`config.mk`:
```
export PLATFORM = sky130hd
export DESIGN_NAME = dmem_arbiter
export DESIGN_NICKNAME = d
export VERILOG_FILES = /design/src/rtl/dmem_arbiter.sv
export SDC_FILE = /design/constraint.sdc
export NUM_CORES = 1
export LEC_CHECK = 0
export BUFFER_PORTS_ARGS = -buffer_cell sky130_fd_sc_hd__buf_2
export CAP_MARGIN = 20
export CORE_AREA = 2 2 164 166
export CTS_CLUSTER_SIZE = 12
export DETAILED_ROUTE_END_ITERATION = 10
export DIE_AREA = 0 0 166 168
export GPL_TIMING_DRIVEN = 1
export REMOVE_ABC_BUFFERS = 1
export SYNTH_ARGS = -nofsm -noshare
export SYNTH_HDL_FRONTEND = slang
export SYNTH_SLANG_ARGS = --single-unit
```
`constraint.sdc`:
```
create_clock -name clk -period 1.9 [get_ports clk]
set_input_delay 0.285 -clock clk [delete_from_list [all_inputs] [get_ports clk]]
set_output_delay 0.285 -clock clk [all_outputs]
set_load 0.05 [all_outputs]
```
`src/rtl/dmem_arbiter.sv`:
```
// Round-robin arbiter sharing the unified memory data port among NUM_REQ LSUs.
// Granted IDs queue in an in-order FIFO so each memory response returns to its issuer.
module dmem_arbiter #(
    parameter int NUM_REQ         = 4,
    parameter int MAX_OUTSTANDING = 2,
    // Widths mirror pkg_opengpu ADDR_WIDTH / DATA_WIDTH.
    parameter int ADDR_WIDTH      = 32,
    parameter int DATA_WIDTH      = 32
) (
    input  logic                                 clk,
    input  logic                                 rst_n,
    input  logic [NUM_REQ-1:0]                   req_valid,
    output logic [NUM_REQ-1:0]                   req_ready,
    input  logic [NUM_REQ-1:0]                   req_we,
    input  logic [NUM_REQ*ADDR_WIDTH-1:0]        req_addr,
    input  logic [NUM_REQ*DATA_WIDTH-1:0]        req_wdata,
    input  logic [NUM_REQ*4-1:0]                 req_be,
    output logic [NUM_REQ-1:0]                   rsp_valid,
    output logic [DATA_WIDTH-1:0]                rsp_rdata,
    output logic                                 dmem_req,
    output logic                                 dmem_we,
    output logic [ADDR_WIDTH-1:0]                dmem_addr,
    output logic [DATA_WIDTH-1:0]                dmem_wdata,
    output logic [3:0]                           dmem_be,
    input  logic [DATA_WIDTH-1:0]                dmem_rdata,
    input  logic                                 dmem_valid,
    output logic [$clog2(MAX_OUTSTANDING+1)-1:0] outstanding,
    output logic                                 err_unexpected_rsp
);

    localparam int ID_W  = (NUM_REQ > 1) ? $clog2(NUM_REQ) : 1;
    localparam int PTR_W = (MAX_OUTSTANDING > 1) ? $clog2(MAX_OUTSTANDING) : 1;
    localparam int CNT_W = $clog2(MAX_OUTSTANDING + 1);

    localparam logic [CNT_W-1:0] CNT_MAX  = CNT_W'(MAX_OUTSTANDING);
    localparam logic [PTR_W-1:0] PTR_LAST = PTR_W'(MAX_OUTSTANDING - 1);
    localparam logic [ID_W-1:0]  ID_LAST  = ID_W'(NUM_REQ - 1);

    logic [ID_W-1:0]  rr_ptr;
    logic [ID_W-1:0]  winner;
    logic [ID_W-1:0]  head_id;
    logic             found;
    logic             pop;
    logic             push;
    logic             can_issue;
    logic [ID_W-1:0]  id_fifo [MAX_OUTSTANDING];
    logic [PTR_W-1:0] wr_ptr;
    logic [PTR_W-1:0] rd_ptr;
    logic [CNT_W-1:0] count;
    logic             err;

    // First valid requester scanning upward from rr_ptr, wrapping at NUM_REQ.
    always_comb begin
        int unsigned idx;
        logic [ID_W-1:0] cand;
        idx    = 0;
        cand   = '0;
        found  = 1'b0;
        winner = '0;
        for (int unsigned i = 0; i < NUM_REQ; i++) begin
            idx = 32'(rr_ptr) + i;
            if (idx >= NUM_REQ) begin
                idx = idx - NUM_REQ;
            end
            cand = ID_W'(idx);
            if (!found && req_valid[cand]) begin
                found  = 1'b1;
                winner = cand;
            end
        end
    end

    assign head_id = id_fifo[rd_ptr];

    always_comb begin
        pop       = rst_n && dmem_valid && (count != '0);
        can_issue = (count < CNT_MAX) || pop;
        push      = rst_n && can_issue && found;

        req_ready  = '0;
        dmem_req   = 1'b0;
        dmem_we    = 1'b0;
        dmem_addr  = '0;
        dmem_wdata = '0;
        dmem_be    = '0;
        if (push) begin
            req_ready[winner] = 1'b1;
            dmem_req          = 1'b1;
            dmem_we           = req_we[winner];
            dmem_addr         = req_addr[32'(winner)*ADDR_WIDTH +: ADDR_WIDTH];
            dmem_wdata        = req_wdata[32'(winner)*DATA_WIDTH +: DATA_WIDTH];
            dmem_be           = req_be[32'(winner)*4 +: 4];
        end

        rsp_valid = '0;
        rsp_rdata = '0;
        if (pop) begin
            rsp_valid[head_id] = 1'b1;
            rsp_rdata          = dmem_rdata;
        end
    end

    always_ff @(posedge clk or negedge rst_n) begin
        if (!rst_n) begin
            rr_ptr <= '0;
            wr_ptr <= '0;
            rd_ptr <= '0;
            count  <= '0;
            err    <= 1'b0;
            for (int unsigned i = 0; i < MAX_OUTSTANDING; i++) begin
                id_fifo[i] <= '0;
            end
        end else begin
            if (push) begin
                id_fifo[wr_ptr] <= winner;
                wr_ptr          <= (wr_ptr == PTR_LAST) ? '0 : wr_ptr + 1'b1;
                rr_ptr          <= (winner == ID_LAST) ? '0 : winner + 1'b1;
            end
            if (pop) begin
                rd_ptr <= (rd_ptr == PTR_LAST) ? '0 : rd_ptr + 1'b1;
            end
            case ({push, pop})
                2'b10:   count <= count + 1'b1;
                2'b01:   count <= count - 1'b1;
                default: count <= count;
            endcase
            // A response with nothing outstanding can never be routed; latch it.
            if (dmem_valid && (count == '0)) begin
                err <= 1'b1;
            end
        end
    end

    assign outstanding        = count;
    assign err_unexpected_rsp = err;

endmodule

```
==> metrics.csv <==
metric,value,unit
run status,"finished, violations left",
failing checks,negative setup slack,
row count,60,
sequential area share after synthesis,9.26,%
fmax,397,MHz
filler-free cell count of the finished design,1236,
metal2 WL,11400,µm
top_reg_cell synth,dfrtp_1,
DRC Markers,0,
WL met1,9000,µm
crit path kind,flip-flop to output pin,
largest net degree at the start of global routing,39,
gr usage total,14.1,%
# hold bufs at CTS,0,
DR WL/cell,18.3,µm
placed inst area,0.00595,mm²
DRT Pass-1 Iters,5,
post-route cell area,0.00740,mm²
Required @ worst endpoint,1.62,ns
routability cong.,0.816,
Power Total,9.55,mW
clock power share,4.1,%
share of synthesized registers carrying an async set or reset,100,%
IO Count,428,
CTS tree,done,
Tcrit/Tclk final,133,%
# setup viols final,73,
clock insertion delay at the later pin of the skew report,0.24,ns
Worst-Margin Slew,0.420,ns
Pint,4.19,mW
nets,1205,
CTS Sinks,11,
Synth top area share,23.2,%
static leakage,3.55,nW
vias per cell,4.59,
Power Dens Cells,1290,mW/mm²
syn_area_per_cell,6.73,µm²
synth unique cells,41,
"Arr. time, crit path",2.24,ns
Post-synth EDFFs,0,
Max Buffers Root-to-Sink,2,
fin worst setup slack,-0.622,ns
Synth area leader,a221o_1,
via count,5674,
Critical Path Source Type,flip-flop,
worst-case clock skew,0.00265,ns
initial antenna violation count,12,
Core Box Area,0.0264,mm²
share of layout cells above drive strength 1,66.9,%
Buffers on Ports,427,
Max VDD drop,0.000692,V
most area-consuming cells after synthesis,"a221o_1 (23%), a21oi_1 (12%), o21ai_0 (12%)",
Die X,166,µm
Syn Inst Count,442,
max-slew violation count,0,
Die ar.,0.0279,mm²
Starting Density,11.3,%
post-synthesis cell area,0.00297,mm²
initial DRC count,356,
P&R area growth vs syn,149,%
Detail Route Antenna Nets,0,
Sw Ratio,56.1,%
Worst Hold Class,input pin to asynchronous set/reset pin,
number of global-route vias before repair,5475,
root buf cell,clkbuf_16,
post-synthesis register bit count,11,
top sig layer,met5,
Die H,168,µm
slew margin rel.,71.7,%
met3 routed WL,1710,µm
pre-CTS setup slack,-0.695,ns
MaxCap Viol Count,0,
RSZ-0062 raised after global routing,true,
Clock transition at path regs,0.04,ns
sequential share of power,5.2,%
Comb power frac,90.7,%
P_sw,5.36,mW
DP Wirelength,16600,µm
Crit. End Element,output pin,
H-tree depth,1,
Yosys Warn Count,0,
crit-path max FO,18,
first-pass GRT wire length,31000,µm
Cells after DPL,1199,
gr ovfl total,0,
Final Hold Vio Count,0,
TritonCTS Buffers,3,
Total Wirelength,22700,µm
Tmin final,2.52,ns
[cell type report]
type / count / area (µm²)
fill: 2841 / 18900
timing repair buffer: 498 / 3800
sequential: 11 / 278
antenna: 8 / 20.0
clock buffer: 4 / 78.8
tap: 341 / 427
inverter: 6 / 30.0
multi-input combinational: 368 / 2770
[metrics by stage]
step	hold slack [ns]	setup TNS [ns]	utilization (%)
finish	0.0505	-40.17	28.1
floorplan	-0.0106	-236.58	-
global placement	0.306	-41.33	22.6
global route	0.0654	-46.03	28.1
CTS	0.0536	-40.04	25.6
detailed placement	0.311	-43.33	22.6
[synthesized netlist by cell type (2+ instances only)]
library cell and n:
xnor2_1 4, inv_1 4, buf_6 3, a21oi_1 71
inv_2 2, nor2b_1 2, mux2_2 3, nor2_1 11
nand3_2 10, a221o_1 69, nor2_2 3, and2_1 33
o21ai_0 70, nand2_1 9, buf_1 2, clkbuf_1 28
ha_1 2, dfrtp_1 11, buf_2 24, nand3_1 60
[sequential cells by signal (all words and copies together) (netlist names)]
name / count
wr_ptr: 1
err_unexpected_rsp: 1
outstanding: 2
rd_ptr: 1
rr_ptr: 2
id_fifo: 4
[layout by cell type, fill, tap and decap left out, types with 10 or more instances in the layout]
cell type | netlist | routed
buf_2 | 24 | 322
buf_6 | 3 | 76
a221o_1 | 69 | 69
buf_4 | 0 | 56
o21ai_0 | 70 | 51
a21oi_1 | 71 | 50
nand3_1 | 60 | 40
buf_12 | 0 | 29
a21oi_2 | 0 | 21
nand3_2 | 10 | 21
and2_1 | 33 | 20
o21ai_1 | 1 | 16
and2_4 | 0 | 13
clkbuf_16 | 0 | 10
[path summary, 6_finish.rpt]
kind / startpoint / to / slack [ns] / depth (start not counted)
worst max register to register: rr_ptr[0]$_DFFE_PN0P_ / rr_ptr[0]$_DFFE_PN0P_ / 0.15 / 9
worst max-delay path: rr_ptr[0]$_DFFE_PN0P_ / dmem_wdata[22] / -0.62 / 9
max in group asynchronous: rst_n / rr_ptr[0]$_DFFE_PN0P_ / 1.68 / 2
worst min-delay path: rst_n / id_fifo[3]$_DFFE_PN0P_ / 0.05 / 2
min in group clk: dmem_valid / err_unexpected_rsp$_DFFE_PN0P_ / 0.36 / 3
worst min register to register: err_unexpected_rsp$_DFFE_PN0P_ / err_unexpected_rsp$_DFFE_PN0P_ / 0.46 / 1
[what timing repair did]
item                       in CTS  in global routing
gates resized for setup       182                117
pin swaps                       6                 40
setup endpoints to repair     106                104
buffers inserted                7                  9
cloned                          3                  8
[layer usage]
layer	global-route usage (%)	vias up
met1	17.3	2693
met3	2.99	44
met2	24.8	306
met5	0	-
met4	4.23	10
li1	-	2621
[worst max-delay path: stages (launching register included)]
cell     delay [ns]
dfrtp_2        0.41
nor2b_4        0.07
o21ba_1        0.19
buf_4          0.15
o21ai_4        0.20
nor2_4         0.07
buf_12         0.14
buf_6          0.16
a221o_1        0.43
buf_12         0.18
[power groups by stage]
stage	Combinational [mW]	Clock [mW]	Sequential, mW
6_report	8.67	0.391	0.493
2_1_floorplan	4.28	0	0.542
4_1_cts	7.96	0.403	0.488
3_3_place_gp	6.90	0	0.476
5_1_grt	9.14	0.416	0.514
3_5_place_dp	6.92	0	0.483
[logic make-up (layout without fill, tap and decap cells)]
kind of cell	Yosys count	after routing	share of synthesized area, %
AO/OA/AOI/OAI	221	221	50.8
XOR/XNOR	5	5	1.47
adder cells (fa/ha/maj)	2	2	0.842
buffers and inverters	63	508	9.72
flip-flops	11	11	9.26
multiplexers	3	3	1.14
other	0	8	0
AND/OR/NAND/NOR	137	137	26.8
(Power assumes the default switching activity.)
